<file path="src/rtl/order_pkg.sv">
// Shared order-frame definitions: byte offsets, char codes, field bundle.
// Used by the serializer and the matching order-book parser.
package order_pkg;

  localparam int MSG_BYTES = 40;
  localparam int MSG_BITS  = MSG_BYTES * 8;

  // Byte offsets inside the frame (byte 0 = MSB byte).
  localparam int OFF_REQ   = 0;
  localparam int OFF_OID   = 1;
  localparam int OFF_SID   = 5;
  localparam int OFF_QTY   = 9;
  localparam int OFF_PRICE = 13;
  localparam int OFF_SIDE  = 21;
  localparam int OFF_SEQ   = 22;
  localparam int OFF_CSUM  = 39;

  localparam logic [7:0] REQ_ADD   = 8'h41;
  localparam logic [7:0] REQ_DEL   = 8'h44;
  localparam logic [7:0] SIDE_BUY  = 8'h42;
  localparam logic [7:0] SIDE_SELL = 8'h53;

  typedef struct packed {
    logic [7:0]  req_type;
    logic [31:0] order_id;
    logic [31:0] stock_id;
    logic [31:0] quantity;
    logic [63:0] price;
    logic [7:0]  side;
  } order_fields_t;

  typedef enum logic {
    ST_IDLE,
    ST_SEND
  } ser_state_t;

endpackage

</file>
<file path="src/rtl/order_frame_pack.sv">
// Combinational packer: order fields + sequence number -> 320-bit frame.
// Ports: fields_i, seq_i in; frame_o out. Optional ORDER_MSG_CHECKSUM_EN fills byte 39.
module order_frame_pack
  import order_pkg::*;
#(
  parameter int SEQ_W = 16
) (
  input  order_fields_t        fields_i,
  input  logic [SEQ_W-1:0]     seq_i,
  output logic [MSG_BITS-1:0]  frame_o
);

  logic [7:0]  b [MSG_BYTES];
  logic [15:0] seq16;
  logic [7:0]  csum;

  // Only the low 16 bits of the sequence fit in the frame.
  assign seq16 = 16'(seq_i);

  always_comb begin
    for (int i = 0; i < MSG_BYTES; i++) b[i] = 8'h00;
    b[OFF_REQ] = fields_i.req_type;
    for (int i = 0; i < 4; i++) begin
      b[OFF_OID+i] = fields_i.order_id[8*i +: 8];
      b[OFF_SID+i] = fields_i.stock_id[8*i +: 8];
      b[OFF_QTY+i] = fields_i.quantity[8*i +: 8];
    end
    for (int i = 0; i < 8; i++) begin
      b[OFF_PRICE+i] = fields_i.price[8*i +: 8];
    end
    b[OFF_SIDE]  = fields_i.side;
    b[OFF_SEQ]   = seq16[7:0];
    b[OFF_SEQ+1] = seq16[15:8];
    csum = 8'h00;
`ifdef ORDER_MSG_CHECKSUM_EN
    for (int i = 0; i < OFF_CSUM; i++) csum = csum ^ b[i];
`endif
    b[OFF_CSUM] = csum;
    frame_o = '0;
    for (int i = 0; i < MSG_BYTES; i++) begin
      frame_o[MSG_BITS-1-8*i -: 8] = b[i];
    end
  end

endmodule

</file>
<file path="src/rtl/order_msg_serializer.sv">
// Packs one order into a 40-byte frame and streams it MSB-byte-first in DATA_W beats.
// Ports: clk, reset(sync, high); in_valid/in_ready + order fields in;
//  out_data/out_valid/out_last/out_ready stream; frame_count.
// Define ORDER_MSG_CHECKSUM_EN to place an XOR checksum in byte 39.
module order_msg_serializer
  import order_pkg::*;
#(
  parameter int DATA_W = 8,
  parameter int SEQ_W  = 16
) (
  input  logic              clk,
  input  logic              reset,
  input  logic              in_valid,
  output logic              in_ready,
  input  logic [7:0]        req_type,
  input  logic [31:0]       order_id,
  input  logic [31:0]       stock_id,
  input  logic [31:0]       quantity,
  input  logic [63:0]       price,
  input  logic [7:0]        side,
  output logic [DATA_W-1:0] out_data,
  output logic              out_valid,
  output logic              out_last,
  input  logic              out_ready,
  output logic [SEQ_W-1:0]  frame_count
);

  localparam int BEATS = MSG_BITS / DATA_W;
  localparam int CNT_W = (BEATS > 1) ? $clog2(BEATS) : 1;
  localparam logic [CNT_W-1:0] LAST_CNT = CNT_W'(BEATS - 1);
  localparam logic ONE_BEAT = (BEATS == 1);

  ser_state_t          state_q;
  logic [MSG_BITS-1:0] shift_q;
  logic                valid_q;
  logic                last_q;
  logic [CNT_W-1:0]    cnt_q;
  logic [CNT_W-1:0]    cnt_d;
  logic [SEQ_W-1:0]    seq_q;
  logic [SEQ_W-1:0]    fcnt_q;
  order_fields_t       fields;
  logic [MSG_BITS-1:0] frame;

  assign fields = '{
    req_type: req_type,
    order_id: order_id,
    stock_id: stock_id,
    quantity: quantity,
    price:    price,
    side:     side
  };

  order_frame_pack #(
    .SEQ_W (SEQ_W)
  ) u_pack (
    .fields_i (fields),
    .seq_i    (seq_q),
    .frame_o  (frame)
  );

  // Ready in IDLE, or on the last beat handshake so frames run with no bubble.
  assign in_ready = !reset &&
    ((state_q == ST_IDLE) ||
     (state_q == ST_SEND && valid_q && out_ready && last_q));

  assign cnt_d = cnt_q + 1'b1;

  assign out_data    = shift_q[MSG_BITS-1 -: DATA_W];
  assign out_valid   = valid_q;
  assign out_last    = last_q;
  assign frame_count = fcnt_q;

  always_ff @(posedge clk) begin
    if (reset) begin
      state_q <= ST_IDLE;
      shift_q <= '0;
      valid_q <= 1'b0;
      last_q  <= 1'b0;
      cnt_q   <= '0;
      seq_q   <= '0;
      fcnt_q  <= '0;
    end else begin
      unique case (state_q)
        ST_IDLE: begin
          if (in_valid) begin
            state_q <= ST_SEND;
            shift_q <= frame;
            seq_q   <= seq_q + 1'b1;
            cnt_q   <= '0;
            valid_q <= 1'b1;
            last_q  <= ONE_BEAT;
          end
        end
        ST_SEND: begin
          if (out_ready) begin
            if (last_q) begin
              fcnt_q <= fcnt_q + 1'b1;
              if (in_valid) begin
                shift_q <= frame;
                seq_q   <= seq_q + 1'b1;
                cnt_q   <= '0;
                last_q  <= ONE_BEAT;
              end else begin
                state_q <= ST_IDLE;
                valid_q <= 1'b0;
                last_q  <= 1'b0;
              end
            end else begin
              shift_q <= shift_q << DATA_W;
              cnt_q   <= cnt_d;
              last_q  <= (cnt_d == LAST_CNT);
            end
          end
        end
      endcase
    end
  end

endmodule

</file>
<file path="config.mk">
export PLATFORM = sky130hd
export DESIGN_NAME = order_msg_serializer
export DESIGN_NICKNAME = d
export VERILOG_FILES = /design/src/rtl/order_pkg.sv /design/src/rtl/order_frame_pack.sv /design/src/rtl/order_msg_serializer.sv
export SDC_FILE = /design/constraint.sdc
export NUM_CORES = 1
export LEC_CHECK = 0
export CORE_MARGIN = 5
export CORE_UTILIZATION = 55
export DETAILED_ROUTE_END_ITERATION = 6
export PLACE_DENSITY = 0.81
export SLEW_MARGIN = 20
export SYNTH_ARGS = -nofsm -noshare
export SYNTH_HDL_FRONTEND = slang
export SYNTH_SLANG_ARGS = --single-unit
</file>
<file path="constraint.sdc">
create_clock -name clk -period 3.3 [get_ports clk]
set_input_delay 0.66 -clock clk [delete_from_list [all_inputs] [get_ports clk]]
set_output_delay 0.66 -clock clk [all_outputs]
set_load 0.01 [all_outputs]
</file>
==> impl_results.md, run 1 <==
* Status: finished, final reports clean
* Min Tclk post-route at 2.78 ns
* # fillers at 1969
* Sink Count at 361
* Setup crit start kind: register
* GR Util All Layers at 23.5%
* Mapped Avg Cell Area at 8.14 um^2
* Core box area at 0.0250 mm^2
* R2r worst-path depth at 5
* CTS tree: built
* Fin crit share at 84.2%
* # setup viols final at 0
* Routed wire per std cell at 16.1 um
* Largest net degree at the start of global routing at 157
* Highest clock rate at 360 MHz
* Final worst slack at 0.521 ns
* Sequential share of the synthesized area at 51.9%
* First-pass GRT wire length at 57000 um
* H-tree depth at 2
* CTS Root Cell: clkbuf_16
* Non-Filler Instances at 2191
* RD Place Congestion at 0.868
* Max VDD drop at 0.375 mV
* Drt total wl at 35300 um
* CTS Hold Buffers Added at 0
* Hold Worst Slack at 0.464 ns
* Max Slew Vio Count at 0
* Clk_lat worst skew at 0.52 ns
* Setup Crit Path Kind: register to output port
* Clock Pin Slew Worst Setup and Hold Paths at 0.06 ns
* Slew margin rel. at 56.0%
* Count of cells resized by post-cts repair at 0
* Critical Path AT at 2.12 ns
* CP cell instances: and3_1 > a21oi_1 > nor2_1 > clkdlybuf4s50_1
* Worst stage delay on the critical path at 0.61 ns
* Register area at 0.00723 mm^2
* Cells after synthesis at 1711
* Post-synth ARST share at 0%
* Cell variety after synth at 48
* RSZ-0062 raised after global routing: false
* LEAKAGE at 6.74 nW
* Area after DPL at 0.0161 mm^2
* Setup tns final at 0 ns
* Power density over the cells at 567 mW/mm^2
* Mapped Area at 0.0139 mm^2
* DR vias/cell at 5.67
* Vias at 12418
* Dominant cell type by area after synthesis: dfxtp_1
* Post-Route Utilization at 68.9%
* Crit Path Max Fanout at 10
* Worst setup EP type: output port
* Die area at 0.0286 mm^2
* Pre-CTS setup slack at 0.429 ns
* Depth of the worst hold-timing path at 1
* Number of buffers inserted by port buffering at 206
* Area grow syn2layout at 23.9%
* Nets at 2012
* Syn nets at 1895
* Most frequent cells after synthesis: nor2_1, dfxtp_1, nor4_1
* MaxCap Viol Count at 0
* Number of global-route vias before repair at 11607
* Synth top area cells: dfxtp_1, nor2_1, nor4_1, a22oi_1, a311oi_1
* Placed cells at 2120
* Worst Tran Pin Value at 0.660 ns
* Count leader, synth: nor2_1
* Fin area at 0.0173 mm^2
* Post-route ant nets at 0
* Die Wd at 169 um
* Initial antenna violation count at 6
* Top-area cell type share of the netlist area at 51.9%
* Synth warnings at 0
* Initial Util at 55.6%
* Hold/Removal Path Class: register to register
* Drc violations at 0
* Layout cells sized above 1 at 5.23%
* Flop and latch count out of synthesis at 361
* Clock buffer count from CTS at 36
* Post-CTS Setup Bufs at 0
* I/O pin count at 207
* Post-synth EDFFs at 0
* Worst Clk Skew at 0.0137 ns
* Power Total at 9.79 mW
* Number of DRC markers in iteration 0 at 1646
* Die Ht at 169 um
* Endpoints failing hold at 0
* Multi-input gate area at 0.00603 mm^2
* Initial DRT Pass Iterations at 5
* Post-DP HPWL at 22300 um
* Top FF cell, synth: dfxtp_1
* Gr ovfl total at 0
* WP data required at 2.64 ns
* Site Rows at 58
* Clk buf depth at 3
* Worst path slowest cell: dfxtp_1
## cells in the final DEF, fill, tap and decap left out, types with 3 or more instances in the layout
cell type | synthesis | final
nor2_1 | 631 | 631
dfxtp_1 | 361 | 361
clkdlybuf4s50_1 | 0 | 205
nor4_1 | 145 | 145
a22oi_1 | 120 | 120
nand2_1 | 110 | 110
a311oi_1 | 49 | 49
clkbuf_16 | 0 | 37
a21oi_1 | 18 | 18
xnor2_1 | 15 | 15
buf_4 | 9 | 15
o21ai_0 | 12 | 12
clkinv_2 | 0 | 10
buf_12 | 0 | 10
and2_1 | 9 | 9
nand3_1 | 9 | 9
nand4_1 | 9 | 9
clkbuf_1 | 89 | 8
diode_2 | 0 | 6
inv_1 | 6 | 6
nor3_1 | 6 | 6
clkbuf_8 | 0 | 6
or3_1 | 5 | 5
xor2_1 | 5 | 5
and3_1 | 4 | 4
nand3b_1 | 4 | 4
ha_1 | 4 | 4
or4_1 | 3 | 3
## kinds of logic after synthesis
family / Yosys count / share of synthesized area [%]
flip-flops: 361 / 51.9
AO/OA/AOI/OAI: 211 / 11.5
AND/OR/NAND/NOR: 956 / 29.9
XOR/XNOR: 20 / 1.26
adder cells (fa/ha/maj): 4 / 0.359
buffers and inverters: 158 / 5.04
multiplexers: 1 / 0.0718
## flip-flops by register name, summed over array words and instances (netlist names)
name / flops
cnt_q: 6
frame_count: 16
out_last: 1
out_valid: 1
seq_q: 16
shift_q: 320
state_q: 1
## worst paths after layout
check,from,to,slack (ns)
setup / recovery,state_q,in_ready,0.52
hold / removal,shift_q[3],shift_q[3],0.46
hold reg to reg,shift_q[3],shift_q[3],0.46
setup reg to reg,state_q,shift_q[169],0.95
## worst max-delay path, delay by kind of cell (launching register included)
| family | cells | cell delay, ns |
|---|---|---|
| AOI/OAI and AO/OA | 1 | 0.08 |
| buffers and inverters | 1 | 0.55 |
| DFF | 1 | 0.61 |
| and+or+nand+nor | 2 | 0.38 |
## power breakdown
| part | switching (mW) | internal (mW) | total [mW] |
|---|---|---|---|
| clock network | 1.67 | 2.36 | 4.02 |
| logic | 0.569 | 0.463 | 1.03 |
| registers | 0.136 | 4.59 | 4.73 |
## cell type report
class,count,share of cell area (%)
antenna,6,0.0870
sequential,361,41.9
clock inverter,14,0.740
clock buffer,51,6.02
multi-input combinational,1192,35.0
tap,330,2.39
timing repair buffer,231,13.8
inverter,6,0.131
## routing by layer
layer	track usage (%)	wire (um)	up-vias
li1	-	-	6096
met1	31.9	15600	5906
met2	38.0	16700	356
met3	4.01	2220	60
met4	8.72	855	0
met5	0	0	-
Power figures use the tool's default switching activity.
==> inputs of run 2 (changes only) <==
Settings changed: CORE_UTILIZATION 55 to 49, PLACE_DENSITY 0.81 to 0.76.
Clock period 3.3 ns to 2.55 ns, I/O delays scaled along.
==> run 2 against run 1 <==
Clock skew up 0.010 ns. Via count up 0.34%. Non-clock buffer count is 21 higher. Cell area grew 2.1%. Global-route usage fell by 1.7 points. Critical path depth increased by 1. Die area rose by 12%.
==> impl_results.md, run 2 (synthesis results as in run 1) <==
* Start point of the critical path: out_ready (was state_q)
* MaxCap Viol Count at 0 (unchanged)
* Clock network fraction of design power at 42.5% (was 41.1%)
* Pint at 9.94 mW (was 7.42 mW)
* Worst Tran Pin Value at 0.812 ns (was 0.660 ns)
* Hold/Removal Path Class: input pin to register (was register to register)
* Site Rows at 61 (was 58)
* Nets at 2035 (was 2012)
* Drc violations at 0 (unchanged)
* Layout cells sized above 1 at 6.45% (was 5.23%)
* Setup tns final at 0 ns (unchanged)
* LEAKAGE at 6.90 nW (was 6.74 nW)
* Crit Path Max Fanout at 2 (was 10)
* Endpoints failing hold at 0 (unchanged)
* Hold Worst Slack at 0.220 ns (was 0.464 ns)
* Power density over the cells at 740 mW/mm^2 (was 567 mW/mm^2)
* Die Ht at 179 um (was 169 um)
* Critical Path AT at 1.80 ns (was 2.12 ns)
* Min Tclk post-route at 2.31 ns
* GR Util met3 at 4.18% (was 4.01%)
* GR Util All Layers at 21.9% (was 23.5%)
* Flop pwr share at 46.9% (was 48.3%)
* Post-DP HPWL at 23500 um (was 22300 um)
* Hold Path Origin: reset (was shift_q[3])
* Vias at 12460 (was 12418)
* Clk_lat worst skew at 0.52 ns (about the same)
* Gr ovfl total at 0 (unchanged)
* Highest clock rate at 433 MHz
* Net Switching at 3.10 mW (was 2.37 mW)
* Max VDD drop at 0.406 mV (was 0.375 mV)
* Max Slew Vio Count at 0 (unchanged)
* First-pass GRT wire length at 58200 um (was 57000 um)
* Post-CTS Setup Bufs at 0 (unchanged)
* Worst path slowest cell: clkdlybuf4s50_1 (was dfxtp_1)
* Depth of the worst hold-timing path at 2 (was 1)
* Grt met2 use at 35.2% (was 38.0%)
* Clk buf depth at 3 (unchanged)
* Worst stage delay on the critical path at 0.46 ns (was 0.61 ns)
* Area grow syn2layout at 26.4% (was 23.9%)
* RD Place Congestion at 0.850 (was 0.868)
* # setup viols final at 0 (unchanged)
* Number of DRC markers in iteration 0 at 948 (was 1646)
* Register-to-register setup slack at 0.59 ns (was 0.95 ns)
* Routed wire per std cell at 15.9 um (was 16.1 um)
* I/O pin count at 207 (unchanged)
* Initial antenna violation count at 1 (was 6)
* Largest net degree at the start of global routing at 89 (was 157)
* CP cell instances: clkdlybuf4s50_1 > and3_1 > a21oi_1 > nor2_2 > dlygate4sd2_1 (was and3_1 > a21oi_1 > nor2_1 > clkdlybuf4s50_1)
* Status: finished, final reports clean (unchanged)
* Power Total at 13.0 mW (was 9.79 mW)
* Commonest non-fill, non-tap cell in the layout: nor2_1 (unchanged)
* R2R Path End: shift_q[190] (was shift_q[169])
* Biggest register: shift_q (unchanged)
* CTS Root Cell: clkbuf_16 (unchanged)
* CTS tree: built (unchanged)
* Most frequent cells in the layout: nor2_1, dfxtp_1, clkdlybuf4s50_1 (unchanged)
* Fin crit share at 90.7%
* Slew margin rel. at 45.9% (was 56.0%)
* WP data required at 2.04 ns (was 2.64 ns)
* Die Wd at 179 um (was 169 um)
* R2r worst-path depth at 6 (was 5)
* Met1 GRT Util at 30.0% (was 31.9%)
* Drt total wl at 35800 um (was 35300 um)
* Initial DRT Pass Iterations at 5 (unchanged)
* Worst r2r src: state_q (unchanged)
* Clock Pin Slew Worst Setup and Hold Paths at 0.06 ns (about the same)
* Initial Util at 49.9% (was 55.6%)
* Setup crit start kind: input pin (was register)
* Max reg flops at 320 (unchanged)
* Die area at 0.0319 mm^2 (was 0.0286 mm^2)
* DR vias/cell at 5.52 (was 5.67)
* RSZ-0062 raised after global routing: false (unchanged)
* Sink Count at 361 (unchanged)
* Post-route ant nets at 0 (unchanged)
* Core box area at 0.0279 mm^2 (was 0.0250 mm^2)
* Busiest grt layer: met2 (unchanged)
* Number of buffers inserted by port buffering at 206 (unchanged)
* Hold worst-path end: shift_q[293] (was shift_q[3])
* Number of global-route vias before repair at 11801 (was 11607)
* Worst setup EP type: output port (unchanged)
* Sw frac at 23.7% (was 24.2%)
* Comb power frac at 10.6% (about the same)
* CTS Hold Buffers Added at 0 (unchanged)
* Clock buffer count from CTS at 38 (was 36)
* H-tree depth at 2 (unchanged)
* Worst Clk Skew at 0.0237 ns (was 0.0137 ns)
* Setup Crit Path Kind: input pin to output port (was register to output port)
-- run 2: cell types whose count changed in the layout (fill, tap and decap cells not counted), sizes merged --
cell / before / now
buf: 26 / 47
bufinv: 2 / 3
clkbuf: 51 / 55
clkdlybuf4s50: 205 / 204
clkinv: 10 / 5
clkinvlp: 0 / 2
diode: 6 / 1
dlygate4sd2: 0 / 1
inv: 8 / 7
-- run 2: worst max-delay path by stage --
stage	slack [ns]	end
finish	0.24	in_ready
global route	0.20	in_ready
CTS	0.23	in_ready
detailed placement	-0.09	in_ready
global placement	-0.07	in_ready
floorplan	0.67	seq_q[15]
-- run 2: cell type report --
cell class,count,area (um^2)
sequential,361,7230
multi-input combinational,1192,6040
clock inverter,11,139
clock buffer,55,1130
fill,2332,10300
timing repair buffer,252,2590
inverter,6,22.5
antenna,1,2.50
tap,378,473
-- run 2: metrics by stage --
step / worst slack, ns / instances / cell area (um^2) / util (%)
global placement: -0.0692 / 2189 / 16300 / 58.5
CTS: 0.227 / 2255 / 17600 / 63.0
detailed placement: -0.0895 / 2189 / 16300 / 58.5
global route: 0.204 / 2256 / 17600 / 63.0
finish: 0.238 / 2256 / 17600 / 63.0
floorplan: 0.669 / 1711 / 13900 / -
-- run 2: timing repair --
action,in CTS,in global routing
endpoints found under the hold margin,0,0
endpoints found under the setup margin,1,0
gates resized for setup,2,0
-- run 2: routing by layer --
metal | vias to the layer above | wire length, um
met3 | 65 | 2480
met4 | 0 | 943
met2 | 362 | 16300
li1 | 6144 | -
met5 | - | 0
met1 | 5889 | 16100
-- run 2: power groups by stage --
stage / registers [mW] / logic [mW] / clock network [mW]
after floorplan: 6.18 / 0.836 / 0
after global placement: 6.23 / 1.35 / 0
after detailed placement: 6.23 / 1.38 / 0
after CTS: 6.11 / 1.39 / 5.65
after global routing: 6.15 / 1.53 / 5.90
final: 6.12 / 1.38 / 5.54
-- run 2: worst max-delay path, delay by kind of cell --
| kind | cells | cell delay (ns) |
|---|---|---|
| AOI/OAI and AO/OA | 1 | 0.24 |
| and+or+nand+nor | 2 | 0.31 |
| buffers and inverters | 2 | 0.75 |
==> inputs of run 3 (changes only) <==
Settings changed: CTS_CLUSTER_DIAMETER set to 40.
==> run 3 against run 2 <==
Sequential power is essentially flat. Clock skew shrank 0.0088 ns. Clock power grew 19%. Critical path depth is the same. Register-to-register slack lost 0.03 ns. Die area is the same. Final cell count grew 0.53%. Maximum frequency is essentially flat. Hold slack lost 0.036 ns. Via count grew 0.66%. Critical path type unchanged. Largest power group is now clock.
==> impl_results.md, run 3 (synthesis results as in run 1) <==
* Slew margin rel. at 47.7% (was 45.9%)
* R2r worst-path depth at 6 (unchanged)
* Die Wd at 179 um (unchanged)
* Fin crit share at 90.7% (about the same)
* Number of buffers inserted by port buffering at 206 (unchanged)
* Critical Path AT at 1.80 ns (about the same)
* Setup crit start kind: input pin (unchanged)
* Drt total wl at 36200 um (was 35800 um)
* Post-route ant nets at 0 (unchanged)
* Clock buffer count from CTS at 44 (was 38)
* Min Tclk post-route at 2.31 ns (about the same)
* Start point of the critical path: out_ready (unchanged)
* Worst Clk Skew at 0.0148 ns (was 0.0237 ns)
* CP cell instances: clkdlybuf4s50_1 > and3_1 > a21oi_1 > nor2_2 > dlygate4sd2_1 (unchanged)
* Max VDD drop at 0.497 mV (was 0.406 mV)
* Cell family with the largest share of critical-path delay: buffers and inverters (unchanged)
* Worst stage delay on the critical path at 0.46 ns (about the same)
* Initial DRT Pass Iterations at 5 (unchanged)
* Biggest register: shift_q (unchanged)
* CTS Hold Buffers Added at 0 (unchanged)
* Most frequent cells in the layout: nor2_1, dfxtp_1, clkdlybuf4s50_1 (unchanged)
* Status: finished, final reports clean (unchanged)
* Non-Filler Instances at 2268 (was 2256)
* Highest clock rate at 432 MHz (was 433 MHz)
* Worst path slowest cell: clkdlybuf4s50_1 (unchanged)
* Die area at 0.0319 mm^2 (unchanged)
* MaxCap Viol Count at 0 (unchanged)
* Setup Crit Path Kind: input pin to output port (unchanged)
* LEAKAGE at 7.05 nW (was 6.90 nW)
* Post-CTS Setup Bufs at 0 (unchanged)
* Power Total at 14.1 mW (was 13.0 mW)
* Hold/Removal Path Class: input pin to register (unchanged)
* Initial Util at 49.9% (unchanged)
* Setup crit end: in_ready (unchanged)
* Area grow syn2layout at 28.6% (was 26.4%)
* I/O pin count at 207 (unchanged)
* Hold Path Origin: reset (unchanged)
* Drc violations at 0 (unchanged)
* Die Ht at 179 um (unchanged)
* RD Place Congestion at 0.850 (unchanged)
* Routed wire per std cell at 16.0 um (was 15.9 um)
* Number of DRC markers in iteration 0 at 1122 (was 948)
* Cell depth of the worst setup path at 5 (unchanged)
* Gr ovfl total at 0 (unchanged)
* # setup viols final at 0 (unchanged)
* Hold Worst Slack at 0.183 ns (was 0.220 ns)
* Vias at 12542 (was 12460)
* Commonest non-fill, non-tap cell in the layout: nor2_1 (unchanged)
* WP data required at 2.04 ns (about the same)
* Max Slew Vio Count at 0 (unchanged)
* Clock Pin Slew Worst Setup and Hold Paths at 0.06 ns (about the same)
* DR vias/cell at 5.53 (was 5.52)
* Register-to-register setup slack at 0.56 ns (was 0.59 ns)
* Crit Path Max Fanout at 2 (unchanged)
* Worst r2r src: state_q (unchanged)
* RSZ-0062 raised after global routing: false (unchanged)
* Worst setup EP type: output port (unchanged)
* Worst Tran Pin Value at 0.785 ns (was 0.812 ns)
* Number of global-route vias before repair at 12000 (was 11801)
* Layout cells sized above 1 at 7.10% (was 6.45%)
* Clk_lat worst skew at 0.54 ns (was 0.52 ns)
* Crit path buffers/inverters at 2 (unchanged)
* Endpoints failing hold at 0 (unchanged)
* Site Rows at 61 (unchanged)
* GR Util All Layers at 22.1% (was 21.9%)
* Placed cells at 2189 (unchanged)
* Post-DP HPWL at 23500 um (unchanged)
* Power density over the cells at 787 mW/mm^2 (was 740 mW/mm^2)
* CTS tree: built (unchanged)
* First-pass GRT wire length at 58800 um (was 58200 um)
* Nets at 2041 (was 2035)
* Sink Count at 361 (unchanged)
* CTS Root Cell: clkbuf_16 (unchanged)
* H-tree depth at 2 (unchanged)
* Clk buf depth at 3 (unchanged)
* Core box area at 0.0279 mm^2 (unchanged)
* R2R Path End: shift_q[208] (was shift_q[190])
* Initial antenna violation count at 2 (was 1)
* Largest net degree at the start of global routing at 89 (unchanged)
* Max reg flops at 320 (unchanged)
## run 3: cell count changes in the layout (fill, tap and decap cells not counted), sizes merged
cell / delta
clkbuf: -3
clkinv: +4
diode: +1
bufinv: +6
inv: +4
## run 3: per-stage QoR
step	util [%]	setup slack, ns	cell area [um^2]	TNS (ns)
final	64.1	0.236	17900	0
after global routing	64.1	0.204	17900	0
after CTS	64.1	0.227	17900	0
after detailed placement	58.5	-0.0895	16300	-0.0895
after global placement	58.5	-0.0692	16300	-0.0692
after floorplan	-	0.669	13900	0
## run 3: routing by layer
| metal | vias up | GRT usage, % | wire [um] |
|---|---|---|---|
| met1 | 5920 | 29.6 | 16000 |
| met3 | 77 | 4.30 | 2410 |
| li1 | 6175 | - | - |
| met5 | - | 0 | 0 |
| met2 | 370 | 35.9 | 16700 |
| met4 | 0 | 7.74 | 1100 |
## run 3: power by group
part / switching, mW / leakage, nW / internal (mW) / total (mW)
clock network: 2.40 / 0.764 / 4.19 / 6.59
registers: 0.174 / 2.96 / 5.95 / 6.12
logic: 0.758 / 3.32 / 0.629 / 1.39
## run 3: worst min-delay path by stage
stage                   end  slack (ns)  depth (start not counted)
2_1_floorplan    shift_q[0]        0.43                          1
3_5_place_dp     shift_q[5]        0.45                          1
3_3_place_gp     shift_q[7]        0.44                          1
6_report       shift_q[293]        0.18                          2
5_1_grt        shift_q[294]        0.18                          2
4_1_cts        shift_q[293]        0.17                          2
## run 3: area by class of cell
class	count	area, um^2
antenna	2	5.00
clock buffer	52	1160
clock inverter	25	402
fill	2316	10000
inverter	6	22.5
multi-input combinational	1192	6040
sequential	361	7230
tap	378	473
timing repair buffer	252	2590
## run 3: timing repair
item,CTS,global route
endpoints found under the hold margin,0,0
endpoints found under the setup margin,1,0
resized for setup,2,0
